--- config.mk ---
export PLATFORM = sky130hd
export DESIGN_NAME = dsp_mac_seq_flat
export DESIGN_NICKNAME = d
export VERILOG_FILES = /design/src/rtl/dsp_mac_seq_if.sv /design/src/rtl/dsp_mac_seq.sv /design/src/flat_wrapper.sv
export SDC_FILE = /design/constraint.sdc
export NUM_CORES = 1
export LEC_CHECK = 0
export CORE_ASPECT_RATIO = 0.75
export CORE_MARGIN = 2
export CORE_UTILIZATION = 37
export DETAILED_ROUTE_END_ITERATION = 10
export PLACE_DENSITY_LB_ADDON = 0.2
export SLEW_MARGIN = 20
export SYNTH_ARGS = -nofsm -noshare
export SYNTH_HDL_FRONTEND = slang
export SYNTH_SLANG_ARGS = --single-unit
--- constraint.sdc ---
create_clock -name clk -period 1.7 [get_ports clk]
set_input_delay 0.34 -clock clk [delete_from_list [all_inputs] [get_ports clk]]
set_output_delay 0.34 -clock clk [all_outputs]
set_load 0.1 [all_outputs]
--- src/rtl/dsp_mac_seq_if.sv ---
// Operand-pair input stream and dot-product result stream of dsp_mac_seq.
// MAC_SEQ_SUB_EN adds the per-pair subtract flag in_sub.
interface dsp_mac_seq_if;
  logic        in_valid;
  logic        in_ready;
  logic [17:0] in_a;
  logic [17:0] in_b;
`ifdef MAC_SEQ_SUB_EN
  logic        in_sub;
`endif
  logic        out_valid;
  logic        out_ready;
  logic [47:0] out_data;

`ifdef MAC_SEQ_SUB_EN
  modport master (output in_valid, in_a, in_b, in_sub, out_ready,
                  input  in_ready, out_valid, out_data);
  modport slave  (input  in_valid, in_a, in_b, in_sub, out_ready,
                  output in_ready, out_valid, out_data);
`else
  modport master (output in_valid, in_a, in_b, out_ready,
                  input  in_ready, out_valid, out_data);
  modport slave  (input  in_valid, in_a, in_b, out_ready,
                  output in_ready, out_valid, out_data);
`endif
endinterface

--- src/rtl/dsp_mac_seq.sv ---
// Drives a DSP48A1-style slice as an unsigned MAC over LEN pairs (MAC_SEQ_SUB_EN: per-pair subtract).
// Latency: result valid P_LAT+1 edges after the last pair is accepted; one result per LEN+P_LAT+2 cycles min.
// Backpressure: in_ready only in ACC; the result is held in DONE until out_ready.
module dsp_mac_seq #(
  parameter int LEN   = 8,
  parameter int P_LAT = 3
) (
  input  logic         clk,
  input  logic         rst_n,
  dsp_mac_seq_if.slave strm,
  output logic [17:0]  dsp_a,
  output logic [17:0]  dsp_b,
  output logic [7:0]   dsp_opmode,
  output logic         dsp_ce,
  input  logic [47:0]  dsp_p,
  output logic         busy
);
  localparam int DCW = $clog2(P_LAT + 1) + 1;

  typedef enum logic [1:0] {ACC, DRAIN, DONE} state_t;

  state_t         state, state_nxt;
  logic [7:0]     cnt;
  logic [DCW-1:0] dcnt;
  logic [7:0]     tag_q;
  logic [7:0]     tag;
  logic           pend_vld;
  logic           hs;
  logic           last;
  logic           drain_end;
  logic           sub;

`ifdef MAC_SEQ_SUB_EN
  assign sub = strm.in_sub;
`else
  assign sub = 1'b0;
`endif

  assign last      = (cnt == 8'(LEN - 1));
  assign drain_end = (dcnt == DCW'(P_LAT));
  // First pair starts from Z=0 so stale P never leaks into a new sum.
  assign tag       = {sub, 3'b000, (cnt == 8'd0) ? 4'h1 : 4'h9};

  always_comb begin
    state_nxt     = state;
    strm.in_ready = 1'b0;
    dsp_ce        = 1'b0;
    busy          = 1'b0;
    hs            = 1'b0;
    case (state)
      ACC: begin
        strm.in_ready = 1'b1;
        dsp_ce        = strm.in_valid;
        hs            = strm.in_valid;
        if (strm.in_valid && last) state_nxt = DRAIN;
      end
      DRAIN: begin
        dsp_ce = 1'b1;
        busy   = 1'b1;
        if (drain_end) state_nxt = DONE;
      end
      DONE: begin
        busy = 1'b1;
        if (strm.out_ready) state_nxt = ACC;
      end
      default: state_nxt = ACC;
    endcase
  end

  always_ff @(posedge clk or negedge rst_n) begin
    if (!rst_n) begin
      state <= ACC;
    end else begin
      state <= state_nxt;
    end
  end

  always_ff @(posedge clk or negedge rst_n) begin
    if (!rst_n) begin
      dsp_a          <= '0;
      dsp_b          <= '0;
      dsp_opmode     <= 8'h00;
      tag_q          <= 8'h00;
      pend_vld       <= 1'b0;
      cnt            <= 8'd0;
      dcnt           <= '0;
      strm.out_data  <= '0;
      strm.out_valid <= 1'b0;
    end else begin
      // Opmode trails operands by one ce edge to line up with the slice's A1->M stages.
      if (dsp_ce) begin
        dsp_opmode <= pend_vld ? tag_q : 8'h08;
        pend_vld   <= hs;
      end
      if (hs) begin
        dsp_a <= strm.in_a;
        dsp_b <= strm.in_b;
        tag_q <= tag;
        cnt   <= last ? 8'd0 : cnt + 8'd1;
        if (last) dcnt <= '0;
      end
      if (state == DRAIN) begin
        dcnt <= dcnt + DCW'(1);
        if (drain_end) begin
          strm.out_data  <= dsp_p;
          strm.out_valid <= 1'b1;
        end
      end
      if (state == DONE && strm.out_ready) begin
        strm.out_valid <= 1'b0;
      end
    end
  end
endmodule

--- src/flat_wrapper.sv ---
// flat-port wrapper written by rule: the top's interface ports become plain ports
module dsp_mac_seq_flat 
#(
  parameter int LEN   = 8,
  parameter int P_LAT = 3
)
  (clk, rst_n, dsp_a, dsp_b, dsp_opmode, dsp_ce, dsp_p, busy, strm_in_valid, strm_in_a, strm_in_b, strm_out_ready, strm_in_ready, strm_out_valid, strm_out_data);
  dsp_mac_seq_if strm_i ();
  input  logic clk;
  input  logic rst_n;
  output logic [17:0] dsp_a;
  output logic [17:0] dsp_b;
  output logic [7:0] dsp_opmode;
  output logic dsp_ce;
  input  logic [47:0] dsp_p;
  output logic busy;
  input wire logic [$bits(strm_i.in_valid)-1:0] strm_in_valid;
  input wire logic [$bits(strm_i.in_a)-1:0] strm_in_a;
  input wire logic [$bits(strm_i.in_b)-1:0] strm_in_b;
  input wire logic [$bits(strm_i.out_ready)-1:0] strm_out_ready;
  output wire logic [$bits(strm_i.in_ready)-1:0] strm_in_ready;
  output wire logic [$bits(strm_i.out_valid)-1:0] strm_out_valid;
  output wire logic [$bits(strm_i.out_data)-1:0] strm_out_data;
  assign strm_i.in_valid = strm_in_valid;
  assign strm_i.in_a = strm_in_a;
  assign strm_i.in_b = strm_in_b;
  assign strm_i.out_ready = strm_out_ready;
  assign strm_in_ready = strm_i.in_ready;
  assign strm_out_valid = strm_i.out_valid;
  assign strm_out_data = strm_i.out_data;
  dsp_mac_seq #(.LEN(LEN), .P_LAT(P_LAT)) u_core (.clk(clk), .rst_n(rst_n), .strm(strm_i), .dsp_a(dsp_a), .dsp_b(dsp_b), .dsp_opmode(dsp_opmode), .dsp_ce(dsp_ce), .dsp_p(dsp_p), .busy(busy));
endmodule
==> results.txt <==
The least setup slack across all paths after layout came out at -0.157 ns. The max-slew violation count is 0. Dividing the detail-routed via count by the number of cells gives 4.65. The signal on the critical path passes through inv_2 > ha_4 > and2_4 > nor2_4 > clkinvlp_4 > buf_12. The initial utilization of the core area, before any placement, comes to 37.6%. The fraction of registers with async set/reset came out at 100%. The most common cell after layout, fill and taps aside is sky130_fd_sc_hd__dfrtp_1. The total routed wirelength is 10300 um. After synthesis, the largest family of logic cells by area is multiplexers. The critical-path maximum fanout came out at 3. The total I/O pin count is 184.

The mean post-synth cell area came out at 14.9 um2. The HPWL after detailed placement is 7510 um. Clock tree synthesis selected as its root buffer the cell sky130_fd_sc_hd__clkbuf_16. The highest attainable clock frequency came out at 0.538 GHz.

During placement, the flow inserted port buffers numbering 177. The weighted congestion at the end of routability-driven global placement is 0.753. Cells with a size suffix above 1 make up 49.2% of the layout. The number of nets with antenna violations after routing came out at 0.

The peak per-stage delay on the critical path came out at 0.38 ns. The top flip-flop cell by instance count after synthesis is sky130_fd_sc_hd__dfrtp_1. The simple logic cell fraction of the synthesized area came out at 3.86%. The die covers 11800 um2.

In this run the horizontal extent of the chip is 125 um. STA classifies the critical path endpoint as an output port. In this run, synthesis inferred 0 flip-flops with an integrated enable. The slowest stage of the critical path belongs to the cell sky130_fd_sc_hd__dfrtp_1. The number of global-route vias before repair is 2976. The number of cell rows came out at 33. The final clock skew is 0.00484 ns. Grouping stages by cell kind, the critical path spends the most delay in flip-flops. The clock sink count is 103. The checks that failed: negative setup slack. Setup violations remaining at the end of the flow were counted as 3. The worst slack at placement is -0.122 ns. The worst setup slack for register-to-register paths came out at -0.01 ns. The portion of the post-synthesis area used by sequential elements came out at 63.7%. The worst setup path is launched from a register. The global route total overflow is 0.

The iteration count of the initial detailed-routing pass is 4. The fraction of post-synthesis cell area in the top cell type by area is 63.7%. After detailed routing, the average wire length per cell comes to 16.5 um. The combined area of all synthesized cells came out at 4050 um2. The antenna diode count came out at 0. The die outline height came out at 94.6 um. Relative to the synthesized area, the layout overhead comes to 87.7%. The arrival time at the worst endpoint is 1.52 ns. The sum of negative setup slack is -0.193 ns.

The largest area contributor in the synthesized netlist is sky130_fd_sc_hd__dfrtp_1. The post-route DRC violation count came out at 0. The violation count after the first detailed-routing iteration is 93. In this run the number of H-tree levels came out at 3. After Yosys synthesis, full adders, half adders and majority gates account for 2.16% of the synthesized area. The final period utilization is 109%.

The type of the tightest min-delay check is register to register. The global routing usage summed across all routing layers is 16.9%. TritonCTS built the clock tree. The count of endpoints failing hold in the final timing report is 0. Entering global routing, the biggest net connects 56 pins. The synthesized netlist contains 31 unique library cells. The fraction of synthesized area in multiplexers came out at 23.6%. The initial antenna violation count came out at 0. The required time of the critical path came out at 1.36 ns. The total number of nets in the final design is 579. The number of buffers and inverters on the critical path is 3. The total via count in the routed design came out at 2919. The CTS buffer count is 9. The run finished, with violations left. The region available for standard cell placement spans 10800 um2. The first global-routing pass estimated 15500 um of wire. The post-synthesis compound-gate area fraction came out at 2.04%.

The post-synthesis instance total came out at 272. In this run the deepest clock path goes through 2 buffers. Setup repair after global routing could not meet its margin everywhere.

The type of the setup path with the least slack is register to output port. Ranked by total cell area, the synthesized netlist is headed by sky130_fd_sc_hd__dfrtp_1 64%, sky130_fd_sc_hd__mux2_2 23%, sky130_fd_sc_hd__ha_1 2.2%. The synthesis-stage register bit count came out at 103. The xor/xnor cell area share of the yosys netlist is 1.51%. The clock latency on the worst-skew pair came out at 0.34 ns. Across the run, the number of max-cap violations was 0. The number of warnings printed during yosys synthesis came out at 0. The library cells used most frequently in the layout, excluding fill and tap cells, are 103 x sky130_fd_sc_hd__dfrtp_1, 96 x sky130_fd_sc_hd__buf_12, 86 x sky130_fd_sc_hd__clkdlybuf4s50_1. The CTS clock-pin slew for the worst setup and hold paths is 0.07 ns. The minimum clock period after layout is 1.86 ns.
path summary, 6_finish.rpt:
| check | from | endpoint | depth (start not counted) |
|---|---|---|---|
| worst max-delay path | u_core.state[1] | dsp_ce | 6 |
| worst min-delay path | u_core.tag_q[0] | u_core.tag_q[0] | 1 |
| worst max register to register | u_core.cnt[4] | u_core.state[1] | 4 |
| worst min register to register | u_core.tag_q[0] | u_core.tag_q[0] | 1 |
| max in group asynchronous | rst_n | u_core.state[1] | 3 |
| min in group asynchronous | rst_n | u_core.strm.out_data[29] | 3 |
worst register-to-register path: cells and delay by family (launching register included):
family	cells	cell delay, ns
AOI/OAI and AO/OA	1	0.14
DFF	1	0.38
muxes	1	0.21
and+or+nand+nor	2	0.90
synth_stat cells (all sizes together) (2+ instances only):
master / count
inv: 9
nand2: 12
mux2: 84
xor2: 3
o22ai: 2
nor2: 5
clkbuf: 4
dfrtp: 103
a21oi: 3
ha: 7
nand4: 3
buf: 12
xnor2: 4
o21ai: 6
layer usage:
metal | global-route usage, % | wire (um) | up-vias
li1 | - | - | 1352
met1 | 22.0 | 4360 | 1424
met2 | 26.6 | 4890 | 131
met3 | 6.91 | 975 | 12
met4 | 4.40 | 115 | 0
met5 | 0 | 0 | -
layout make-up:
class | count | area [um2]
fillers | 712 | 3180
clock inverters | 4 | 53.8
well taps | 140 | 175
clock buffers | 11 | 253
multi-input cells | 149 | 1440
inverters | 9 | 37.5
flip-flops and latches | 103 | 2580
repair buffers | 212 | 3060
cell families (layout without fill, tap and decap cells):
| logic type | count (synthesis) | in the layout |
|---|---|---|
| adders and majority gates | 7 | 7 |
| and+or+nand+nor | 30 | 30 |
| other | 1 | 6 |
| muxes | 85 | 85 |
| DFF | 103 | 103 |
| buffers and inverters | 25 | 236 |
| AOI/OAI and AO/OA | 14 | 14 |
| xor gates and xnor gates | 7 | 7 |
registers in the layout, indices dropped and copies added (netlist names):
name,cells
u_core.strm.out_data,48
u_core.dsp_a,18
u_core.dsp_b,18
u_core.cnt,8
u_core.dcnt,3
u_core.dsp_opmode,2
u_core.state,2
u_core.tag_q,2
u_core.pend_vld,1
u_core.strm.out_valid,1
through the flow:
stage | utilization (%) | instance area, um2 | hold slack [ns] | std cells
finish | 70.5 | 7600 | 0.491 | 628
global route | 70.5 | 7600 | 0.513 | 628
CTS | 69.0 | 7430 | 0.478 | 616
detailed placement | 65.6 | 7070 | 0.363 | 596
global placement | 65.6 | 7070 | 0.355 | 596
floorplan | - | 4120 | 0.0444 | 277
repair_timing:
action	in CTS	in global routing
setup buffers	4	9
pin swaps	4	8
resized for setup	4	10
hold endpoints to repair	3	0
gates cloned	0	4
hold buffers	1	0
setup endpoints to repair	2	76
Power is left out: the tool's default activity adds up to more than one toggle a clock period on the data nets, which glitch-free logic cannot reach.
